===== config.mk =====
export PLATFORM = sky130hd
export DESIGN_NAME = cmp_search_ctrl
export DESIGN_NICKNAME = d
export VERILOG_FILES = /design/src/rtl/cmp_pkg.sv /design/src/rtl/cmp_search_ctrl.sv
export SDC_FILE = /design/constraint.sdc
export NUM_CORES = 1
export LEC_CHECK = 0
export BUFFER_PORTS_ARGS = -buffer_cell sky130_fd_sc_hd__buf_2
export CORE_AREA = 5 5 57 59
export DETAILED_ROUTE_END_ITERATION = 12
export DIE_AREA = 0 0 62 64
export HOLD_SLACK_MARGIN = 0.03
export PLACE_DENSITY = 0.85
export SYNTH_ARGS = -nofsm -noshare
export SYNTH_HDL_FRONTEND = slang
export SYNTH_SLANG_ARGS = --single-unit

===== constraint.sdc =====
create_clock -name clk -period 2.4 [get_ports clk]
set_clock_uncertainty 0.05 [all_clocks]
set_input_delay 0.12 -clock clk [delete_from_list [all_inputs] [get_ports clk]]
set_output_delay 0.12 -clock clk [all_outputs]
set_load 0.01 [all_outputs]

===== src/rtl/cmp_pkg.sv =====
// ----------------------------------------------------------------------------
// cmp_pkg
//   Shared definitions for the comparator-interface search controller.
//   - state_e   : search FSM states
//   - DEF_WIDTH : default operand width
//   - DEF_CNT_W : default probe-counter width (must hold DEF_WIDTH+1)
//   - DEF_MAX   : all-ones maximum operand value for the default width
// ----------------------------------------------------------------------------
package cmp_pkg;

    typedef enum logic [1:0] {
        IDLE  = 2'd0,
        DRIVE = 2'd1,
        EVAL  = 2'd2,
        DONE  = 2'd3
    } state_e;

    localparam int DEF_WIDTH = 4;
    localparam int DEF_CNT_W = 3;
    localparam int DEF_MAX   = (1 << DEF_WIDTH) - 1;

endpackage


===== src/rtl/cmp_search_ctrl.sv =====
// ----------------------------------------------------------------------------
// cmp_search_ctrl
//   Initiator side of the comparator interface. Drives the A operand of an
//   external combinational comparator and binary-searches for the unknown B
//   operand using the less/equal/greater answers. Reports the value found,
//   the number of probes issued and whether the comparator answered
//   inconsistently.
//
// Ports
//   clk        in   rising-edge clock
//   rst_n      in   synchronous active-low reset
//   start      in   begin a search (only looked at in IDLE)
//   less       in   comparator: A < B
//   equal      in   comparator: A == B
//   greater    in   comparator: A > B
//   Data_out_A out  registered probe value, to comparator Data_in_A
//   busy       out  high while probing (DRIVE/EVAL)
//   done       out  one-cycle completion pulse (good or error)
//   found      out  final probe value, held until the next start
//   steps      out  number of probes issued, held until the next start
//   error      out  inconsistent comparator answer, held until the next start
// ----------------------------------------------------------------------------
module cmp_search_ctrl
    import cmp_pkg::*;
#(
    parameter int WIDTH = DEF_WIDTH,
    parameter int CNT_W = DEF_CNT_W
) (
    input  logic             clk,
    input  logic             rst_n,
    input  logic             start,
    input  logic             less,
    input  logic             equal,
    input  logic             greater,
    output logic [WIDTH-1:0] Data_out_A,
    output logic             busy,
    output logic             done,
    output logic [WIDTH-1:0] found,
    output logic [CNT_W-1:0] steps,
    output logic             error
);

    localparam logic [WIDTH-1:0] MAX_V     = '1;
    localparam logic [CNT_W-1:0] MAX_STEPS = CNT_W'(WIDTH + 1);

    state_e           state_q, state_d;
    logic [WIDTH-1:0] lo_q, lo_d;
    logic [WIDTH-1:0] hi_q, hi_d;
    logic [WIDTH-1:0] a_q, a_d;
    logic [WIDTH-1:0] found_q, found_d;
    logic [CNT_W-1:0] steps_q, steps_d;
    logic             error_q, error_d;
    logic             one_hot;

    // Exactly one flag: odd population (XOR) but not all three.
    assign one_hot = (less ^ equal ^ greater) & ~(less & equal & greater);

    // NOTE: state registers use non-blocking assignments so every flop
    // samples the pre-edge value of every other flop.
    always_ff @(posedge clk) begin
        if (!rst_n) begin
            state_q <= IDLE;
            lo_q    <= '0;
            hi_q    <= MAX_V;
            a_q     <= '0;
            found_q <= '0;
            steps_q <= '0;
            error_q <= '0;
        end else begin
            state_q <= state_d;
            lo_q    <= lo_d;
            hi_q    <= hi_d;
            a_q     <= a_d;
            found_q <= found_d;
            steps_q <= steps_d;
            error_q <= error_d;
        end
    end

    // NOTE: every signal gets its hold value first so no path through the
    // case statement leaves one unassigned (which would infer a latch).
    always_comb begin
        state_d = state_q;
        lo_d    = lo_q;
        hi_d    = hi_q;
        a_d     = a_q;
        found_d = found_q;
        steps_d = steps_q;
        error_d = error_q;

        unique case (state_q)
            IDLE: begin
                if (start) begin
                    lo_d    = '0;
                    hi_d    = MAX_V;
                    steps_d = '0;
                    error_d = 1'b0;
                    state_d = DRIVE;
                end
            end

            DRIVE: begin
                // Sum carried in WIDTH+1 bits so lo+hi cannot wrap before
                // the halving shift.
                a_d     = WIDTH'(({1'b0, lo_q} + {1'b0, hi_q}) >> 1);
                steps_d = steps_q + CNT_W'(1);
                state_d = EVAL;
            end

            EVAL: begin
                // Any exit from EVAL ends the search on the current probe.
                found_d = a_q;
                state_d = DONE;
                if (!one_hot) begin
                    error_d = 1'b1;
                end else if (equal) begin
                    error_d = 1'b0;
                end else if (steps_q == MAX_STEPS) begin
                    // A monotone comparator always converges within
                    // WIDTH+1 probes; running out means it is not.
                    error_d = 1'b1;
                end else if (less) begin
                    if (a_q == MAX_V) begin
                        error_d = 1'b1;
                    end else begin
                        lo_d    = a_q + WIDTH'(1);
                        found_d = found_q;
                        state_d = DRIVE;
                    end
                end else begin
                    if (a_q == '0) begin
                        error_d = 1'b1;
                    end else begin
                        hi_d    = a_q - WIDTH'(1);
                        found_d = found_q;
                        state_d = DRIVE;
                    end
                end
            end

            DONE: begin
                state_d = IDLE;
            end

            default: begin
                state_d = IDLE;
            end
        endcase
    end

    assign Data_out_A = a_q;
    assign busy       = (state_q == DRIVE) || (state_q == EVAL);
    assign done       = (state_q == DONE);
    assign found      = found_q;
    assign steps      = steps_q;
    assign error      = error_q;

endmodule


==> run_results.csv, run 1 <==
group,metric,value,unit
run_status,status,"finished, final reports clean",
worst_setup_path,critical_path.cell_chain,"inv_1 -> ha_1 -> or4b_4 -> o2111ai_4 -> or4b_1 -> o311a_1",
detailed_routing,drt_first_pass_iters,4,
clock_network,cts.reportedPaths.clkPinSlew,0.13,ns
grt,grt_first_pass_wirelength,5580,um
run,drv_cap,0,
worst_setup_path,rr_worst_depth,6,
finish,design_area,1600,sq um
worst_setup_path,timing.rr.start,"Data_out_A[0]",
finish,area_delta_synth_final,12.1,%
worst_setup_path,crit_buf_inv,1,
sta,hold_viol,0,
worst_setup_path,crit_path_max_fanout,10,
yosys,synth_cell_types,45,
clock_network,clock_latency,0.31,ns
yosys,synth_top_area_frac,0.308,
clock_network,htree_num_levels,1,
clock_network,root_buffer,"clkbuf_4",
worst_setup_path,cpPeakStageDelay,0.50,ns
finish,mostFrequentLayoutCells,"22 x dfxtp_1, 19 x buf_2, 18 x inv_1, 14 x nand2_1, 14 x ha_1",
sta,setup_violations,0,
yosys,ys_ff_latch,22,
worst_setup_path,arrival,2.28,ns
yosys,synth_warnings,0,
sta,tightest_slew,0.415,ns
yosys,synth_edf_count,0,
sta,slew_headroom,0.723,
placed_design,pre_cts_slack,0.319,ns
yosys,synth_ff_type,"dfxtp_1",
yosys,synth_top_area_cell,"dfxtp_1",
die,die_w,62,um
finish,final_common_cell,"dfxtp_1",
placed_design,post_dp_cell_area,1550,sq um
grt,grt_pass1_vias,1293,
worst_setup_path,crit_slowest_cell,"or4b_4",
clock_network,post_cts_buffers,0,
finish,final_util,0.602,
yosys,async_flop_share,0,
sta,fin_ws,0.272,ns
detailed_routing,wl,3170,um
finish,drive_above_1_share,0.187,
grt,track_usage,0.179,
die,die_area,3970,sq um
worst_setup_path,critical_path_required,2.55,ns
power_and_ir_drop,ir_worst_vdd,0.000636,V
detailed_routing,vias_per_cell,6.00,
yosys,syn_area_per_cell,8.77,sq um
clock_network,cts_tree,"done",
hold_path,hp-class,"in2reg",
finish,num_antenna_cells,0,
placed_design,io_buffers,19,
grt,grt_max_degree,30,
detailed_routing,dr_total_vias,1277,
sta,post-route-min-period,2.13,ns
worst_setup_path,start_kind,"flop",
worst_setup_path,r2r_slack,0.27,ns
worst_setup_path,critPathKind,"reg2reg",
clock_network,cts.sinks,22,
yosys,synth_top_cells_by_area,"dfxtp_1 31%, ha_1 12%, inv_1 4.7%, nand2_1 3.7%, o311ai_0 3.1%",
finish,nets,204,
sta,fmax,0.470,GHz
hold_path,worstHoldEndpoint,"state_q[0]",
grt,overflow,0,
clock_network,cts_buffers,3,
die,pin_count,20,
power_and_ir_drop,p_leak,0.718,nW
clock_network,cts.repair.resized,0,
sta,fin_tns_setup,0,ns
yosys,synth_nets,184,
yosys,synth_area,1430,sq um
hold_path,hold_depth,3,
die,initial_core_util,0.537,
yosys,ys_seq_area_frac,0.308,
sta,fin_crit_sh,0.887,
worst_setup_path,cp_top_family,"simple AND/OR/NAND/NOR gates",
power_and_ir_drop,power_density,765,nW/um^2
die,coreArea,2660,sq um
grt,grt_antenna_before_repair,0,
die,num_rows,19,
clock_network,cts_hold_buf,0,
detailed_routing,drtIter0Drc,35,
detailed_routing,wire_per_inst,14.9,um
clock_network,clockBufferDepth,2,
yosys,syn_inst,163,
detailed_routing,drc,0,
placed_design,hpwl,2440,um
die,die_y,64,um
worst_setup_path,r2r-end,"error",
sta,slew_violations,0,
placed_design,place_congestion,0.864,
detailed_routing,ant_nets,0,
sta,rsz0062_at_grt,"false",
worst_setup_path,worst_setup_path_end_kind,"flop",
hold_path,worstHoldStart,"start",
## synthesized netlist by cell type (2+ instances only)
cell and n:
a21oi_1 7, a22oi_1 5, a41oi_1 4, and2_1 2
and3b_1 4, clkbuf_1 7, dfxtp_1 22, ha_1 14
inv_1 18, nand2_1 14, nand2b_1 3, nand3_1 2
nand4_1 4, nor2_1 3, nor2b_1 4, nor3b_1 2
o21ai_0 8, o22ai_1 4, o311ai_0 5, or2_2 2
xnor2_1 4, xor2_1 2
## where the power goes
part	switching, mW	internal [mW]
Sequential	0.0571	0.406
Clock	0.116	0.169
Combinational	0.271	0.207
## per-layer routing
| layer | global-route usage | vias to the layer above | wire (um) |
|---|---|---|---|
| li1 | - | 627 | - |
| met1 | 0.216 | 587 | 1290 |
| met2 | 0.278 | 46 | 1540 |
| met3 | 0.0382 | 17 | 182 |
| met4 | 0.114 | 0 | 158 |
| met5 | 0 | - | 0 |
## area by class of cell
| class | count | area, sq um |
|---|---|---|
| fill | 232 | 1060 |
| clock buffer | 3 | 22.5 |
| sequential | 22 | 440 |
| clock inverter | 1 | 30.0 |
| multi-input combinational | 114 | 870 |
| inverter | 18 | 67.6 |
| tap | 31 | 38.8 |
| timing repair buffer | 24 | 133 |
## state kept, by name, indices dropped and copies added (netlist names)
register    cells
lo_q            4
hi_q            4
Data_out_A      4
error           1
steps           3
found           4
state_q         2
## through the flow
step                      hold WS [ns]  power [mW]  std cells
after floorplan                  0.237       0.815        163
after global placement           0.394       0.920        209
after detailed placement         0.417       0.939        209
after CTS                       0.0767        1.23        213
after global routing            0.0895        1.31        213
final                           0.0714        1.23        213
## cell families after synthesis
family          after synthesis  synth area share
simple gates                 47             0.194
mux                           1           0.00701
xor+xnor                      6            0.0368
fa+ha+maj                    15             0.137
buf+inv                      27            0.0832
compound gates               45             0.235
flops                        22             0.308
## worst max path at each step
stage / cells past startpoint / slack [ns] / end / start
global placement: 6 / 0.39 / error / Data_out_A[0]
CTS: 6 / 0.28 / error / Data_out_A[0]
finish: 6 / 0.27 / error / Data_out_A[0]
detailed placement: 6 / 0.32 / error / Data_out_A[0]
floorplan: 7 / 0.32 / error / Data_out_A[0]
global route: 6 / 0.21 / error / Data_out_A[0]
## worst register-to-register path: stages (launching register included)
cell and delay [ns]:
dfxtp_1 0.42, inv_1 0.10, ha_1 0.22, or4b_4 0.50, o2111ai_4 0.13, or4b_1 0.47
o311a_1 0.14
No activity file was read; power rests on OpenSTA's default activity.
==> run 2: changes to the inputs <==
PLACE_DENSITY = default   (was 0.85)
PLACE_DENSITY_LB_ADDON = 0.15   (was default)
==> run_results.csv, run 2 (synthesis gave the netlist of run 1 again) <==
group,metric,value,unit
sta,fmax,0.477,GHz
clock_network,cts_buffers,3,
finish,nFillCells,256,
detailed_routing,drc,0,
finish,nets,204,
sta,setup_violations,0,
grt,grt_antenna_before_repair,0,
placed_design,post_dp_cell_area,1550,sq um
placed_design,pre_cts_slack,0.323,ns
sta,hold_viol,0,
clock_network,cts.reportedPaths.clkPinSlew,0.13,ns
grt,track_usage,0.180,
sta,rsz0062_at_grt,"false",
detailed_routing,vias_per_cell,5.85,
sta,fin_crit_sh,0.874,
grt,grt_pass1_vias,1182,
grt,overflow,0,
finish,design_area,1590,sq um
clock_network,post_cts_buffers,0,
placed_design,dp.cells,209,
worst_setup_path,crit_path_max_fanout,10,
finish,final_cells,213,
die,num_rows,19,
sta,slew_violations,0,
worst_setup_path,critical_path.cell_chain,"inv_1 -> ha_1 -> or4b_4 -> o2111ai_4 -> or4b_1 -> o311a_1",
clock_network,cts.repair.resized,0,
power_and_ir_drop,power_density,732,nW/um^2
finish,multi_input_area,870,sq um
finish,final_util,0.595,
worst_setup_path,r2r_slack,0.30,ns
die,die_y,64,um
worst_setup_path,arrival,2.28,ns
sta,slew_headroom,0.622,
worst_setup_path,cpPeakStageDelay,0.50,ns
placed_design,io_buffers,19,
worst_setup_path,crit_buf_inv,1,
die,pin_count,20,
clock_network,root_buffer,"clkbuf_4",
clock_network,htree_num_levels,1,
worst_setup_path,crit_slowest_cell,"or4b_4",
die,die_area,3970,sq um
power_and_ir_drop,finalPower,1.16,mW
detailed_routing,dr_total_vias,1245,
die,die_w,62,um
detailed_routing,wl,3190,um
detailed_routing,ant_nets,0,
sta,whs,0.0489,ns
finish,final_common_cell,"dfxtp_1",
clock_network,cts_hold_buf,0,
sta,fin_ws,0.303,ns
sta,post-route-min-period,2.10,ns
power_and_ir_drop,ir_worst_vdd,0.000481,V
hold_path,hp-class,"in2reg",
clock_network,clock_latency,0.32,ns
power_and_ir_drop,p_leak,0.711,nW
placed_design,place_congestion,0.799,
finish,area_delta_synth_final,10.9,%
sta,tightest_slew,0.564,ns
worst_setup_path,critPathKind,"reg2reg",
finish,mostFrequentLayoutCells,"22 x dfxtp_1, 19 x buf_2, 18 x inv_1, 14 x nand2_1, 14 x ha_1",
detailed_routing,drtIter0Drc,30,
grt,grt_first_pass_wirelength,5430,um
die,initial_core_util,0.537,
clock_network,cts_tree,"done",
clock_network,clockBufferDepth,2,
clock_network,cts.sinks,22,
worst_setup_path,cp_top_family,"simple AND/OR/NAND/NOR gates",
sta,fin_tns_setup,0,ns
run_status,status,"finished, final reports clean",
finish,regArea,440,sq um
detailed_routing,wire_per_inst,15.0,um
die,coreArea,2660,sq um
grt,grt_max_degree,30,
finish,num_antenna_cells,0,
worst_setup_path,critical_path_required,2.58,ns
run,drv_cap,0,
worst_setup_path,worst_setup_path_end_kind,"flop",
placed_design,hpwl,2370,um
finish,drive_above_1_share,0.187,
detailed_routing,drt_first_pass_iters,4,
worst_setup_path,start_kind,"flop",
==> run 2: cell types whose count changed in the layout (fill, tap and decap cells not counted), sizes merged <==
cell,change
bufinv,-1
clkbuf,+1
==> run 2: final cells by class <==
type,instances,share of cell area
multi-input cells,114,0.549
flip-flops and latches,22,0.278
repair buffers,24,0.0837
inverters,18,0.0426
well taps,31,0.0245
clock buffers,4,0.0229
==> run 2: final timing paths <==
check | from | end | cells after the start
max | Data_out_A[0] | error | 6
min reg2reg | lo_q[3] | lo_q[3] | 2
max reg2reg | Data_out_A[0] | error | 6
min | start | state_q[0] | 3
==> run 2: per-layer routing <==
metal / vias up / track usage / share of wire
met1: 577 / 0.237 / 0.47
met5: - / 0 / 0
met4: 0 / 0.0716 / 0.018
met2: 28 / 0.281 / 0.46
met3: 8 / 0.0362 / 0.047
li1: 632 / - / -
==> run 2: report_power, final <==
part	internal (mW)	switching, mW	leakage [nW]
sequential	0.407	0.0453	0.179
combinational	0.208	0.280	0.511
clock	0.0930	0.127	0.0210
total	0.708	0.453	0.711
==> run 2: tightest hold or removal path: stages <==
cell	delay, ns
buf_2	0.12
nor2_1	0.08
a21oi_1	0.06
